===== config.mk =====
export PLATFORM = sky130hd
export DESIGN_NAME = crg_batch_sched
export DESIGN_NICKNAME = d
export VERILOG_FILES = /design/src/rtl/crg_batch_sched.sv
export SDC_FILE = /design/constraint.sdc
export NUM_CORES = 1
export LEC_CHECK = 0
export ABC_AREA = 1
export BUFFER_PORTS_ARGS = -buffer_cell sky130_fd_sc_hd__buf_2
export CORE_ASPECT_RATIO = 1.4
export CORE_MARGIN = 2
export CORE_UTILIZATION = 27
export DETAILED_ROUTE_END_ITERATION = 8
export PLACE_DENSITY = 0.42
export SYNTH_ARGS = -nofsm -noshare
export SYNTH_HDL_FRONTEND = slang
export SYNTH_SLANG_ARGS = --single-unit

===== constraint.sdc =====
create_clock -name clk -period 8.6 [get_ports clk]
set_clock_uncertainty 0.1 [all_clocks]
set_input_delay 0 -clock clk [delete_from_list [all_inputs] [get_ports clk]]
set_output_delay 0 -clock clk [all_outputs]
set_load 0.02 [all_outputs]

===== src/rtl/crg_batch_sched.sv =====
// rtl/crg_batch_sched.sv - AES counter-block batch scheduler with result-RAM port arbitration
// Optional abort support is compiled in when CRG_SCHED_ABORT_EN is defined.
module crg_batch_sched #(
    parameter int AES_LAT = 10,
    parameter int ADDR_W  = 8
) (
    input  logic              clk,
    input  logic              rst_n,
`ifdef CRG_SCHED_ABORT_EN
    input  logic              abort,
    output logic              aborted,
`endif
    input  logic              start,
    input  logic [ADDR_W:0]   batch_len,
    input  logic [127:0]      ctr_base,
    output logic [127:0]      aes_din,
    output logic              aes_drdy,
    input  logic              aes_dvld,
    output logic              ram_we,
    output logic [ADDR_W-1:0] ram_addr,
    input  logic              rd_req,
    input  logic [ADDR_W-1:0] rd_addr,
    output logic              rd_ack,
    output logic              busy,
    output logic              done,
    output logic              err
);

    // A zero-latency core would return each block while wr_cnt == iss_cnt,
    // which the write-back guard treats as spurious.
    if (AES_LAT < 1) begin : g_bad_lat
        $error("crg_batch_sched: AES_LAT must be at least 1");
    end

    typedef enum logic [1:0] {S_IDLE, S_ISSUE, S_DRAIN, S_FIN} state_t;

    localparam logic [ADDR_W:0] CNT_ONE = {{ADDR_W{1'b0}}, 1'b1};

    state_t            state, state_nxt;
    logic [127:0]      base_q;
    logic [ADDR_W:0]   len_q;
    logic [ADDR_W:0]   iss_cnt;
    logic [ADDR_W:0]   wr_cnt;
    logic [ADDR_W:0]   wr_cnt_nxt;
    logic              wb_ok;
    logic              accept;
    logic              abort_req;

`ifdef CRG_SCHED_ABORT_EN
    assign abort_req = abort;
`else
    assign abort_req = 1'b0;
`endif

    assign accept     = (state == S_IDLE) && start;
    assign wb_ok      = aes_dvld && (state == S_ISSUE || state == S_DRAIN) && (wr_cnt != iss_cnt);
    assign wr_cnt_nxt = wr_cnt + {{ADDR_W{1'b0}}, wb_ok};

    // Write-back owns the RAM port whenever a result arrives; the host waits.
    assign ram_we   = wb_ok;
    assign rd_ack   = rd_req & ~ram_we;
    assign ram_addr = ram_we ? wr_cnt[ADDR_W-1:0] : (rd_ack ? rd_addr : '0);

    assign busy = (state == S_ISSUE) || (state == S_DRAIN);
    assign done = (state == S_FIN);

    always_comb begin
        state_nxt = state;
        aes_drdy  = 1'b0;
        aes_din   = '0;
        case (state)
            S_IDLE: begin
                if (start) begin
                    state_nxt = (batch_len == '0) ? S_FIN : S_ISSUE;
                end
            end
            S_ISSUE: begin
                if (abort_req) begin
                    state_nxt = S_DRAIN;
                end else begin
                    aes_drdy = 1'b1;
                    aes_din  = base_q + {{(127 - ADDR_W){1'b0}}, iss_cnt};
                    if (iss_cnt == len_q - CNT_ONE) begin
                        state_nxt = S_DRAIN;
                    end
                end
            end
            S_DRAIN: begin
                if (wr_cnt_nxt == len_q) begin
                    state_nxt = S_FIN;
                end
            end
            S_FIN: begin
                state_nxt = S_IDLE;
            end
            default: begin
                state_nxt = S_IDLE;
            end
        endcase
    end

    always_ff @(posedge clk or negedge rst_n) begin
        if (!rst_n) begin
            state   <= S_IDLE;
            base_q  <= '0;
            len_q   <= '0;
            iss_cnt <= '0;
            wr_cnt  <= '0;
            err     <= 1'b0;
        end else begin
            state <= state_nxt;
            if (accept) begin
                base_q  <= ctr_base;
                len_q   <= batch_len;
                iss_cnt <= '0;
                wr_cnt  <= '0;
            end else begin
                if (aes_drdy) begin
                    iss_cnt <= iss_cnt + CNT_ONE;
                end
                if (wb_ok) begin
                    wr_cnt <= wr_cnt_nxt;
                end
                // The pipeline cannot be flushed, so drain only what was issued.
                if (state == S_ISSUE && abort_req) begin
                    len_q <= iss_cnt;
                end
            end
            err <= (err & ~accept) | (aes_dvld & ~wb_ok);
        end
    end

`ifdef CRG_SCHED_ABORT_EN
    logic abt_q;

    always_ff @(posedge clk or negedge rst_n) begin
        if (!rst_n) begin
            abt_q   <= 1'b0;
            aborted <= 1'b0;
        end else if (accept) begin
            abt_q   <= 1'b0;
            aborted <= 1'b0;
        end else begin
            if (state == S_ISSUE && abort) begin
                abt_q <= 1'b1;
            end
            if (state_nxt == S_FIN && abt_q) begin
                aborted <= 1'b1;
            end
        end
    end
`endif

endmodule


==> summary.txt, run 1 <==
Setup path
  – Cell mode on critical path: nand2_1
  – Arr. time, crit path: 3.58 ns
  – Worst Setup Path Type: register to output pin
  – Cells along the critical path: nand2_1 > nor3_1 > nand2_1 > nor2_1 > nand2_1 > o21ai_1 > nand2_1 > xor2_1 > nor2_1 > buf_2
  – Worst Path Buf+Inv: 1
  – Crit path required time: 8.50 ns
  – Setup crit start kind: register
  – Largest stage delay, worst path: 0.68 ns
  – Worst-path fanout max: 4
  – CP max-delay cell: o21ai_1
  – Endpoint class of the critical path: output pin
  – CP top delay family: simple AND/OR/NAND/NOR gates

Floorplanning
  – Number of I/O pins: 292
  – Die width: between 150 and 200 um
  – Initial Utilization: a little over a quarter
  – Rows: slightly above 90
  – DIE AREA: between 40000 and 50000 um^2
  – Chip height: 258 um
  – Core Region: 45800 um^2

Layout
  – Share of layout cells above drive strength 1: 16.0%
  – Register Area: 3950 um^2
  – Area Overhead vs Synth: 33.0%
  – Finished Cell Area: approximately 17000 um^2
  – Area of the multi-input gates: 7670 um^2
  – Most frequent cells in the layout: nand2_1 (736), nor2_1 (333), buf_2 (290), inv_1 (171), dfrtp_1 (158)
  – # diodes: 0
  – Most common cell after layout, fill and taps aside: nand2_1
  – Nets: approximately 2600
  – Filler cell count in the final layout: 5196
  – Non-filler cells in the finished layout: between 3000 and 4000

Logic synthesis
  – Mux cell area share after synthesis: 0%
  – Post-Synth Simple-Gate Area: 44.0%
  – Syn avg cell area: around 6.2 um^2
  – Asr flop ratio synth: 100%
  – Yosys Warn Count: 0
  – Cell accounting for the most synthesized area: dfrtp_1
  – Synth Area in Compound Gates: a little under a tenth
  – Top_reg_cell synth: dfrtp_1
  – Synth top area share: between 30% and 40%
  – Cell count after synthesis: between 2000 and 2500
  – Synth top area cells: dfrtp_1 (32%), nand2_1 (22%), nor2_1 (10%)
  – Largest family of logic cells by synthesized area: simple AND/OR/NAND/NOR gates
  – Distinct cells, synth: 48
  – XOR/XNOR Fraction of Synth Area: a little over 6%
  – Number of flops mapped to enable cells by yosys: 0
  – Adder-cell area share of the yosys netlist: 1.96%
  – Syn_nets: around 2200
  – Synthesized area: 12500 um^2
  – Seq cells post-synth: roughly 160
  – Post-synthesis sequential area ratio: 31.7%

Clock network
  – Number of buffers created by CTS: 17
  – Max H-tree Level: 4
  – TritonCTS Sinks: 158
  – Clock root cell: clkbuf_16
  – Post CTS Setup Buffer Count: 0
  – Max clock buf depth: 2
  – Worst-path clk slew: 0.07 ns
  – Clock Latency Late Sink: roughly 0.48 ns
  – CTS tree: done

GRT
  – GR Overflow Total: 0
  – First-pass GRT wire length: roughly 94000 um
  – Gr usage total: between 20 and 30%
  – Number of global-route vias before repair: between 10000 and 15000
  – Initial antenna violation count: 0
  – Largest net degree at the start of global routing: 110

STA
  – Post-layout minimum cycle time: 3.68 ns
  – Final hold vios: 0
  – Fmax: 0.272 GHz
  – Worst Max-Slew Pin Slew: about 1.1 ns
  – Final setup viols: 0
  – Slew Viols, Final: 0
  – Setup TNS: 0 ns
  – Rel. slew slack: between 20% and 30%
  – RSZ-0062 raised after global routing: no
  – Period utilisation layout: 42.7%

Min path
  – Hold crit path type: input pin to register

Drt
  – Via density: 4.74
  – Routed wire per std cell: around 21 um
  – ANT nets after route: 0
  – DRC viols: 0
  – WL final: 65300 um
  – First-pass DRT Iterations: 7
  – Vias: ~14000
  – Initial DRC Count: between 800 and 900

Placed design
  – Post-DP Area: 14600 um^2
  – Cell Count Post-Placement: 2880
  – IO buf count: between 200 and 300
  – RePlAce Congestion: around 1
  – DP HPWL: 54300 um

Power and ir drop
  – Power Total: 4.74 mW
  – Leak Pwr: 7.58 nW
  – VDD IR max: around 0.15 mV
  – PD cells: 285 nW/um^2

Status
  – Outcome: complete, no violations

Job
  – Total of max-cap violations: 0
-- cells by family after synthesis --
| group | Yosys count |
|---|---|
| buf+inv | 223 |
| compound gates | 213 |
| simple gates | 1312 |
| fa+ha+maj | 19 |
| xor+xnor | 87 |
| flops | 158 |
-- flip-flops by register name, summed over array words and instances (netlist names) --
name	count
base_q	128
err	1
iss_cnt	9
len_q	9
state	2
wr_cnt	9
-- per-stage QoR --
step / utilization (%) / hold slack, ns / setup slack (ns)
after floorplan: - / -0.396 / 5.52
after global placement: 31.8 / -0.183 / 5.33
after detailed placement: 31.8 / -0.185 / 5.23
after CTS: 36.2 / 0.126 / 4.93
after global routing: 36.2 / 0.157 / 4.78
final: 36.2 / 0.154 / 4.92
-- final timing paths --
| path | startpoint | to | slack (ns) | depth (start not counted) |
|---|---|---|---|---|
| hold reg to reg | base_q[0] | base_q[0] | 0.40 | 2 |
| setup / recovery | base_q[32] | aes_din[103] | 4.92 | 10 |
| hold / removal | ctr_base[3] | base_q[3] | 0.15 | 4 |
| min in group asynchronous | rst_n | wr_cnt[1] | 0.48 | 4 |
| max in group asynchronous | rst_n | base_q[64] | 7.00 | 4 |
| setup reg to reg | state[1] | state[0] | 5.22 | 21 |
-- area by class of cell --
cell class	instances	area share [%]
well taps	617	4.65
inverters	176	4.02
clock buffers	21	2.77
repair buffers	440	17.7
multi-input cells	1631	46.2
clock inverters	11	0.806
flip-flops and latches	158	23.8
-- power by group --
group	switching [mW]	total [mW]	internal, mW
Combinational	1.65	2.40	0.753
Clock	0.355	0.799	0.445
Sequential	0.462	1.54	1.08
Total	2.47	4.74	2.27
-- tightest hold or removal path: cells and delay by family --
| family | cells | cell delay [ns] |
|---|---|---|
| buf+inv | 2 | 0.62 |
| simple gates | 2 | 0.08 |
-- repair_timing --
item	4_1_cts	5_1_grt
endpoints found under the hold margin	272	0
resized for setup	0	0
hold buffers	142	0
-- synthesized netlist by cell type, types with 7 or more instances --
library cell,n
nand2_1,737
nor2_1,333
inv_1,171
dfrtp_1,158
o21ai_0,132
nor3_1,77
xor2_1,63
nand3_1,61
clkbuf_1,45
a21oi_1,40
nand4_1,39
xnor2_1,24
ha_1,18
nand2_2,11
nor4_1,11
a31oi_1,9
nor2_2,8
o22ai_1,8
o21ai_2,7
-- routing by layer --
metal	GRT usage [%]	vias up	share of wire, %
li1	-	7233	-
met1	31.4	6741	40
met2	50.0	402	52
met3	2.78	96	3.2
met4	13.3	0	4.8
met5	0	-	0
(Power assumes the default switching activity.)
==> inputs of run 2 (changes only) <==
PLACE_DENSITY = 0.43   (was 0.42)
clock period = 3.2 ns   (was 8.6 ns; I/O delays follow)
==> run 2 against run 1 <==
Net effect: sequential power rose to 2.7 times the previous value; via count grew 3.4%; setup slack worse by 4.8 ns; non-clock buffer count rose by 66; global-route usage rose by 0.86 points; register-to-register slack lost 5.0 ns; combinational power increased to 2.9 times the previous value; worst hold slack got worse by 0.00073 ns; final cell count rose by 2.1%; core utilization is 2.2 points higher; final area rose by 6.1%; sequential share of layout area decreased by 1.3 points.
==> summary.txt, run 2 (synthesized netlist as in run 1, its figures left out) <==
Drt
  – ANT nets after route: 0 (unchanged)
  – Vias: 15000 (+3.4%)
  – Initial DRC Count: 1014 (+14%)
  – Via density: 4.80 (+1.3%)
  – Routed wire per std cell: 21.6 um (+0.92%)
  – First-pass DRT Iterations: 5 (-2)
  – DRC viols: 0 (unchanged)
  – WL final: 67300 um (+3.1%)

Power and ir drop
  – Cell Int Power: 6.33 mW (+180%)
  – P_sw: 6.72 mW (+170%)
  – Clock Power Share: 16.0% (-0.9 points)
  – Leak Pwr: 7.94 nW (+4.7%)
  – Sw Share: 51.5% (-0.56 points)
  – Combinational share of power: 52.4% (+1.7 points)
  – VDD IR max: 0.453 mV (+200%)
  – PD cells: 741 nW/um^2 (+160%)
  – Power Total: 13.1 mW (+180%)
  – Sequential Power Share: 31.6% (-0.9 points)

Clock network
  – Max clock buf depth: 2 (unchanged)
  – Clock root cell: clkbuf_16
  – Worst-path clk slew: 0.07 ns (about the same)
  – Number of buffers created by CTS: 17 (unchanged)
  – TritonCTS Sinks: 158 (unchanged)
  – Max H-tree Level: 4 (unchanged)
  – Clock Latency Late Sink: 0.47 ns (about the same)
  – CTS tree: done

Floorplanning
  – Number of I/O pins: 292 (unchanged)
  – Rows: 93 (unchanged)
  – Initial Utilization: 27.2% (unchanged)
  – Chip height: 258 um (unchanged)
  – DIE AREA: 48000 um^2 (unchanged)
  – Core Region: 45800 um^2 (unchanged)
  – Die width: 186 um (unchanged)

Setup path
  – CP max-delay cell: dfrtp_1
  – Largest stage delay, worst path: 0.46 ns (-0.22 ns)
  – R2R setup slack: 0.25 ns (-4.97 ns)
  – Arr. time, crit path: 3.01 ns (-0.57 ns)
  – Cell mode on critical path: nand2_1
  – Cells along the critical path: inv_1 > nor3_2 > nand2_1 > nor2_2 > nand3_1 > nand2_1 > nand2_1 > xor2_1 > nor2_1 > buf_2
  – Setup crit start kind: register
  – Worst-path fanout max: 5 (+1)
  – Crit path required time: 3.10 ns (-5.40 ns)
  – Endpoint class of the critical path: output pin
  – Worst Setup Path Type: register to output pin

GRT
  – Number of global-route vias before repair: 15400 (+5.2%)
  – First-pass GRT wire length: 97800 um (+4.0%)
  – Initial antenna violation count: 0 (unchanged)
  – GR Overflow Total: 0 (unchanged)
  – Largest net degree at the start of global routing: 93 (-15%)
  – Gr usage total: 28.2% (+0.86 points)

Placed design
  – RePlAce Congestion: 0.993 (-0.67%)
  – IO buf count: 291 (unchanged)
  – DP HPWL: 56500 um (+3.9%)

Status
  – Outcome: complete, no violations

STA
  – Setup TNS: 0 ns (unchanged)
  – Period utilisation layout: a little over nine tenths
  – RSZ-0062 raised after global routing: yes
  – Slew Viols, Final: 0 (unchanged)
  – Final hold vios: 0 (unchanged)
  – Post-layout minimum cycle time: 3.11 ns
  – Final setup viols: 0 (unchanged)
  – Worst Max-Slew Pin Slew: 0.859 ns (-0.229 ns)
  – Rel. slew slack: 42.7% (+15 points)
  – Fmax: ~0.32 GHz

Layout
  – Max FFs per register: 128 (unchanged)
  – Filler cell count in the final layout: 5155 (-0.79%)
  – Most common cell after layout, fill and taps aside: nand2_1
  – Largest reg by FF count: base_q
  – # diodes: 0 (unchanged)
  – Nets: 2659 (+2.5%)
  – Share of layout cells above drive strength 1: 21.3% (+5.3 points)
  – Most frequent cells in the layout: nand2_1 (722), nor2_1 (311), buf_2 (289), inv_1 (169), dfrtp_1 (150)
  – Area Overhead vs Synth: 41.1%

Min path
  – Hold crit path type: input pin to register

Job
  – Total of max-cap violations: 0 (unchanged)
-- run 2: cell types whose count changed in the layout (fill, tap and decap cells not counted), moves of 8 or more --
| cell | delta |
|---|---|
| nor2_1 | -22 |
| nor2_4 | +11 |
| ha_1 | -8 |
| nor3_1 | -11 |
| nor2_2 | +11 |
| nor3_2 | +9 |
| dfrtp_2 | +8 |
| buf_4 | +62 |
| nand2_2 | +14 |
| dfrtp_1 | -8 |
| nand2_1 | -14 |
-- run 2: final cells by class --
class,count,area [um^2],area share (%)
clock inverter,9,111,0.632
sequential,158,3960,22.5
tap,617,772,4.38
clock buffer,22,464,2.64
inverter,176,667,3.79
multi-input combinational,1631,8150,46.3
timing repair buffer,506,3490,19.8
-- run 2: per-layer routing --
metal / part of all wire [%] / GRT usage [%] / routed length, um
met2: 52 / 51.8 / 34800
met3: 3.0 / 2.32 / 2000
met5: 0 / 0 / 0
met1: 41 / 32.9 / 27500
met4: 4.4 / 12.8 / 2990
-- run 2: worst max-delay path: cells and delay by family, from the launching register on --
kind	cells	cell delay [ns]
buffers and inverters	2	0.30
xor gates and xnor gates	1	0.20
and+or+nand+nor	7	1.58
DFF	1	0.46
-- run 2: timing repair --
| action | 4_1_cts | 5_1_grt |
|---|---|---|
| endpoints found under the hold margin | 278 | 0 |
| hold buffers | 144 | 0 |
| gates resized for setup | 50 | 63 |
| pin swaps | 4 | 5 |
| setup endpoints to repair | 61 | 76 |
| buffers inserted | 5 | 3 |
-- run 2: power groups by stage --
stage	combinational [mW]	clock [mW]	sequential, mW
after floorplan	4.32	0	3.64
after global placement	6.51	0	4.12
after detailed placement	6.52	0	4.11
after CTS	6.77	2.16	4.08
after global routing	7.60	2.23	4.24
final	6.84	2.09	4.12
-- run 2: worst paths after layout --
path	cells after the start	startpoint	end
setup / recovery	10	base_q[23]	aes_din[100]
setup reg to reg	18	iss_cnt[0]	state[1]
min in group asynchronous	3	rst_n	iss_cnt[0]
hold reg to reg	2	base_q[5]	base_q[5]
max in group asynchronous	4	rst_n	iss_cnt[8]
hold / removal	4	ctr_base[3]	base_q[3]
-- run 2: metrics by stage --
| stage | hold slack (ns) | setup slack, ns | instances | instance area [um^2] | utilization, % |
|---|---|---|---|---|---|
| 5_1_grt | 0.169 | -0.0147 | 3119 | 17600 | 38.4 |
| 2_1_floorplan | -0.396 | 0.119 | 2012 | 12500 | - |
| 3_3_place_gp | -0.0864 | -0.0702 | 2936 | 15000 | 32.8 |
| 4_1_cts | 0.116 | -0.113 | 3116 | 17300 | 37.7 |
| 6_report | 0.153 | 0.0950 | 3119 | 17600 | 38.4 |
| 3_5_place_dp | -0.0889 | -0.0456 | 2936 | 15000 | 32.8 |
